**config.mk**
```make
export PLATFORM = sky130hd
export DESIGN_NAME = unified_mem_arbiter
export DESIGN_NICKNAME = d
export VERILOG_FILES = /design/src/rtl/unified_mem_arbiter_pkg.sv /design/src/rtl/unified_mem_arb_grant.sv /design/src/rtl/unified_mem_arbiter.sv
export SDC_FILE = /design/constraint.sdc
export NUM_CORES = 1
export LEC_CHECK = 0
export CAP_MARGIN = 25
export CORE_ASPECT_RATIO = 0.75
export CORE_MARGIN = 2
export CORE_UTILIZATION = 40
export DETAILED_ROUTE_END_ITERATION = 7
export PLACE_DENSITY = 0.77
export SYNTH_ARGS = -nofsm -noshare
export SYNTH_HDL_FRONTEND = slang
export SYNTH_HIERARCHICAL = 1
export SYNTH_SLANG_ARGS = --single-unit
export TNS_END_PERCENT = 10
```
**constraint.sdc**
```tcl
create_clock -name clk -period 3.7 [get_ports clk]
set_clock_uncertainty 0.1 [all_clocks]
set_input_delay 0.74 -clock clk [delete_from_list [all_inputs] [get_ports clk]]
set_output_delay 0.74 -clock clk [all_outputs]
set_load 0.03 [all_outputs]
```
**src/rtl/unified_mem_arbiter_pkg.sv**
```systemverilog
// Shared types for the unified memory arbiter.
//   arb_state_e : sequencing states of the single-access FSM
//   CNT_W       : width of the fetch-starvation counter (limits 1..15)
//   arb_can_grant() : true in the states that may launch a new access
package unified_mem_arbiter_pkg;

  localparam int CNT_W = 4;

  typedef enum logic [2:0] {
    ARB_IDLE,
    ARB_ISSUE_I,
    ARB_ISSUE_D,
    ARB_DONE_I,
    ARB_DONE_D
  } arb_state_e;

  function automatic logic arb_can_grant(arb_state_e s);
    return (s == ARB_IDLE) || (s == ARB_DONE_I) || (s == ARB_DONE_D);
  endfunction

endpackage

```
**src/rtl/unified_mem_arb_grant.sv**
```systemverilog
// Grant decision for the unified memory arbiter plus the fetch-starvation
// counter.
//   clk, rst              : clock, async active-low reset
//   inst_req, data_req    : raw request lines from the two CPU ports
//   excl_inst, excl_data  : port currently completing; must not be re-granted
//   grant_en              : FSM is in a state that may launch an access
//   grant_inst, grant_data: one-hot (or zero) grant for this cycle
module unified_mem_arb_grant
  import unified_mem_arbiter_pkg::*;
#(
  parameter int STARVE_LIMIT = 4
) (
  input  logic clk,
  input  logic rst,
  input  logic inst_req,
  input  logic data_req,
  input  logic excl_inst,
  input  logic excl_data,
  input  logic grant_en,
  output logic grant_inst,
  output logic grant_data
);

  logic [CNT_W-1:0] starve_cnt;
  logic             inst_ok;
  logic             data_ok;
  logic             starved;

  assign inst_ok = grant_en & inst_req & ~excl_inst;
  assign data_ok = grant_en & data_req & ~excl_data;
  assign starved = (starve_cnt == CNT_W'(STARVE_LIMIT));

  // Data wins contention unless the fetch has waited out STARVE_LIMIT grants.
  always_comb begin
    grant_inst = 1'b0;
    grant_data = 1'b0;
    if (inst_ok && data_ok) begin
      if (starved) grant_inst = 1'b1;
      else         grant_data = 1'b1;
    end else begin
      grant_inst = inst_ok;
      grant_data = data_ok;
    end
  end

  // Counts data grants made while a fetch is asserted (even one that is
  // excluded this cycle); saturates so an excluded fetch cannot wrap it.
  always_ff @(posedge clk or negedge rst) begin
    if (!rst)                         starve_cnt <= '0;
    else if (!inst_req || grant_inst) starve_cnt <= '0;
    else if (grant_data && !starved)  starve_cnt <= starve_cnt + 1'b1;
  end

endmodule

```
**src/rtl/unified_mem_arbiter.sv**
```systemverilog
// Shares one single-port synchronous-read memory between the instruction
// fetch port and the data (load/store) port, one access at a time.
//   clk, rst          : clock, async active-low reset
//   inst_*            : fetch request (ce/addr) and completion (data/rdy)
//   data_*            : load/store request (ce/we/sel/addr/wdata), completion
//   mem_*_o           : registered memory command; mem_rdata_i valid the
//                       cycle after mem_ce_o
//   stall_req_o       : pipeline stall while either port is still waiting
// Sequence per access: grant (IDLE/DONE) -> ISSUE -> DONE, rdy pulses the
// cycle after DONE, so back-to-back accesses run at one per two cycles.
module unified_mem_arbiter
  import unified_mem_arbiter_pkg::*;
#(
  parameter int ADDR_W       = 32,
  parameter int DATA_W       = 32,
  parameter int STARVE_LIMIT = 4
) (
  input  logic                clk,
  input  logic                rst,
  input  logic                inst_ce_i,
  input  logic [ADDR_W-1:0]   inst_addr_i,
  output logic [DATA_W-1:0]   inst_data_o,
  output logic                inst_rdy_o,
  input  logic                data_ce_i,
  input  logic                data_we_i,
  input  logic [DATA_W/8-1:0] data_sel_i,
  input  logic [ADDR_W-1:0]   data_addr_i,
  input  logic [DATA_W-1:0]   data_wdata_i,
  output logic [DATA_W-1:0]   data_rdata_o,
  output logic                data_rdy_o,
  output logic                mem_ce_o,
  output logic                mem_we_o,
  output logic [DATA_W/8-1:0] mem_sel_o,
  output logic [ADDR_W-1:0]   mem_addr_o,
  output logic [DATA_W-1:0]   mem_wdata_o,
  input  logic [DATA_W-1:0]   mem_rdata_i,
  output logic                stall_req_o
);

  localparam int SEL_W = DATA_W / 8;

  arb_state_e state;
  logic       grant_en;
  logic       excl_inst;
  logic       excl_data;
  logic       grant_inst;
  logic       grant_data;

  assign stall_req_o = (inst_ce_i & ~inst_rdy_o) | (data_ce_i & ~data_rdy_o);

  // A port is still holding ce for the access being completed both in its
  // DONE cycle and in the following rdy cycle; keep it out of arbitration.
  assign grant_en  = arb_can_grant(state);
  assign excl_inst = (state == ARB_DONE_I) | inst_rdy_o;
  assign excl_data = (state == ARB_DONE_D) | data_rdy_o;

  unified_mem_arb_grant #(
    .STARVE_LIMIT(STARVE_LIMIT)
  ) u_grant (
    .clk       (clk),
    .rst       (rst),
    .inst_req  (inst_ce_i),
    .data_req  (data_ce_i),
    .excl_inst (excl_inst),
    .excl_data (excl_data),
    .grant_en  (grant_en),
    .grant_inst(grant_inst),
    .grant_data(grant_data)
  );

  always_ff @(posedge clk or negedge rst) begin
    if (!rst) begin
      state        <= ARB_IDLE;
      mem_ce_o     <= 1'b0;
      mem_we_o     <= 1'b0;
      mem_sel_o    <= '0;
      mem_addr_o   <= '0;
      mem_wdata_o  <= '0;
      inst_rdy_o   <= 1'b0;
      data_rdy_o   <= 1'b0;
      inst_data_o  <= '0;
      data_rdata_o <= '0;
    end else begin
      inst_rdy_o <= 1'b0;
      data_rdy_o <= 1'b0;
      case (state)
        ARB_ISSUE_I: begin
          mem_ce_o <= 1'b0;
          mem_we_o <= 1'b0;
          state    <= ARB_DONE_I;
        end
        ARB_ISSUE_D: begin
          mem_ce_o <= 1'b0;
          mem_we_o <= 1'b0;
          state    <= ARB_DONE_D;
        end
        default: begin
          // IDLE, DONE_I, DONE_D: complete the previous access (if any) and
          // launch the next one in the same cycle.
          if (state == ARB_DONE_I) begin
            inst_rdy_o  <= 1'b1;
            inst_data_o <= mem_rdata_i;
          end
          if (state == ARB_DONE_D) begin
            data_rdy_o   <= 1'b1;
            data_rdata_o <= mem_rdata_i;
          end
          if (grant_data) begin
            mem_ce_o    <= 1'b1;
            mem_we_o    <= data_we_i;
            mem_sel_o   <= data_sel_i;
            mem_addr_o  <= data_addr_i;
            mem_wdata_o <= data_wdata_i;
            state       <= ARB_ISSUE_D;
          end else if (grant_inst) begin
            mem_ce_o   <= 1'b1;
            mem_we_o   <= 1'b0;
            mem_sel_o  <= {SEL_W{1'b1}};
            mem_addr_o <= inst_addr_i;
            state      <= ARB_ISSUE_I;
          end else begin
            mem_ce_o <= 1'b0;
            mem_we_o <= 1'b0;
            state    <= ARB_IDLE;
          end
        end
      endcase
    end
  end

endmodule

```
==> out/results.txt <==
Worst hold path class: input port to async pin
RSZ-0062 raised after global routing: no
Clock Latency Late Sink: 0.41 ns
Initial core utilization: 40.9%
Clock buffer depth: 2
Endpoint class of the critical path: output port
Non-Filler Instances: 982
Drt first pass iters: 4
Top cell type's share of synthesized area: 57.4%
Post-CTS Hold Buffers: 0
DRC viols: 0
Core area: 15200 µm²
Placed cell count: 949
# resized after CTS: 0
Cts bufs inserted: 17
CTS sink cnt: 143
Initial DRC Count: 312
Largest net degree at the start of global routing: 78
DR vias: 5242
Die Area: 16600 µm²
Peak VDD IR: 0.677 mV
Synth unique cells: 34
Crit Path Class: input port to output port
Clock slew at reported path FFs: 0.06 ns
P_leak: 3.94 nW
Vias per cell: 5.34
Register area share after synthesis: 57.4%
Die Y-Extent: 112 µm
Root Driver: clkbuf_16
Maximum fanout along the worst path: 3
Fin Setup TNS: 0 ns
GRT overflow: 0
Aggregate routed wire length: 19000 µm
Drt wl/cell: 19.4 µm
Area leader, netlist: dfrtp_1
First-pass GRT wire length: 30100 µm
Synth area leaders: dfrtp_1, mux2_2, o211ai_1, nand4_1, nand3_1
Share of cells above drive strength 1: 19.5%
Syn-to-layout area delta: 56.4%
Final min period: 2.94 ns
CP Data Required Time: 2.86 ns
# rows: 39
Gr usage total: 23.4%
Slew @ Worst Pin: 0.738 ns
Placer Congestion: 0.816
Status: complete, no violations
Hold Vio Cnt, Final: 0
Initial antenna violation count: 0
CP startpoint kind: input port
Power per Cell Area: 1060 nW/µm²
FFs w/ async S/R, synth: 100%
Power Total: 10.4 mW
Fill count: 1133
Post-route antenna net violation count: 0
Flop2flop setup slack: 0.84 ns
Commonest cells post-synth: dfrtp_1, mux2_2, o211ai_1, nand3_1, nand2_1
Rel. slew slack: 50.8%
H-tree level count: 4
Setup WS pre-CTS: 0.582 ns
Flops & latches, synth: 143
Critical Path AT: 2.10 ns
TritonCTS clock tree: done
Vias in the first global route: 5487
Worst Slack Setup Final: 0.758 ns
Syn_nets: 641
Post-Syn Area per Cell: 12.4 µm²
Synthesis warning total: 6
Top-count cell post-synth: dfrtp_1
Syn Inst Count: 502
Synthesized cell area: 6230 µm²
Max_cap viols: 0
Count of final max-slew check failures: 0
Fmax: 340 MHz
Setup Viol. Count Final: 0
Die width: 148 µm
Final net count: 903
Final period utilization: 79.5%
Port-buffer cells: 273
Top-Level Pins: 274
Post-CTS setup buffers: 0
Final HPWL DP: 13700 µm
WHS: 0.234 ns
Most common flop cell mapped by yosys: dfrtp_1
Post-synth EDFFs: 0
## area by class of cell
| class | instances | area, µm² | area share (%) |
|---|---|---|---|
| antenna | 1 | 2.50 | 0.0257 |
| sequential | 143 | 3580 | 36.7 |
| tap | 205 | 256 | 2.63 |
| inverter | 8 | 30.0 | 0.308 |
| timing repair buffer | 286 | 2860 | 29.3 |
| clock inverter | 12 | 136 | 1.40 |
| multi-input combinational | 308 | 2440 | 25.0 |
| clock buffer | 19 | 443 | 4.55 |
## routing by layer
layer  GRT usage (%)  part of all wire, %  vias to the layer above  routed length (µm)
met2            39.0                   50                      245                9490
met4            7.24                  1.9                        0                 357
met1            27.2                   37                     2586                7100
li1                -                    -                     2384                   -
met5               0                    0                        -                   0
met3            10.8                   11                       27                2100
## stage by stage
step / area [µm²] / util (%)
floorplan: 6230 / -
global placement: 9140 / 60.0
detailed placement: 9140 / 60.0
CTS: 9720 / 63.8
global route: 9740 / 64.0
finish: 9740 / 64.0
## path summary, 6_finish.rpt
path,from,end,cells after the start
min in group clk,inst_data_o[28],inst_data_o[28],1
min reg2reg,inst_data_o[28],inst_data_o[28],1
max,data_ce_i,stall_req_o,4
min,rst,mem_addr_o[7],1
max in group asynchronous,rst,mem_addr_o[8],2
max reg2reg,state[0],mem_sel_o[0],7
## layout by cell type, fill, tap and decap left out, types with 2 or more instances in the layout
cell type,n
nand2b_1,3
inv_1,7
nand3_1,38
buf_12,2
clkinv_2,2
nor2_1,4
buf_4,11
nand3b_1,2
o211ai_1,67
a21oi_1,4
mux2_2,95
clkdlybuf4s50_1,272
clkbuf_16,17
bufinv_16,2
dfrtp_1,142
clkinvlp_4,3
ha_1,2
o22a_1,4
nand4_1,32
o21ai_0,3
nand2_1,37
clkinv_4,2
inv_6,3
## state kept, by name (all words and copies together) (netlist names)
signal / flops
mem_we_o: 1
state: 3
data_rdata_o: 32
u_grant/starve_cnt: 4
mem_ce_o: 1
inst_data_o: 32
mem_addr_o: 32
inst_rdy_o: 1
mem_sel_o: 4
data_rdy_o: 1
mem_wdata_o: 32
## power breakdown
part | switching, mW | internal, mW
logic | 3.33 | 2.47
registers | 0.510 | 2.37
clock network | 0.671 | 1.01
total | 4.51 | 5.86
## critical path, cell delays in order
cell and delay [ns]:
clkdlybuf4s50_1 0.51, inv_1 0.05, o22ai_1 0.12, clkdlybuf4s50_1 0.68
## logic make-up after synthesis
kind of cell	after synthesis	synth area share, %
flip-flops	143	57.4
AND/OR/NAND/NOR	125	10.5
AO/OA/AOI/OAI	82	9.74
multiplexers	96	17.4
buffers and inverters	51	4.00
adder cells (fa/ha/maj)	2	0.402
XOR/XNOR	3	0.542
(Power assumes the default switching activity.)
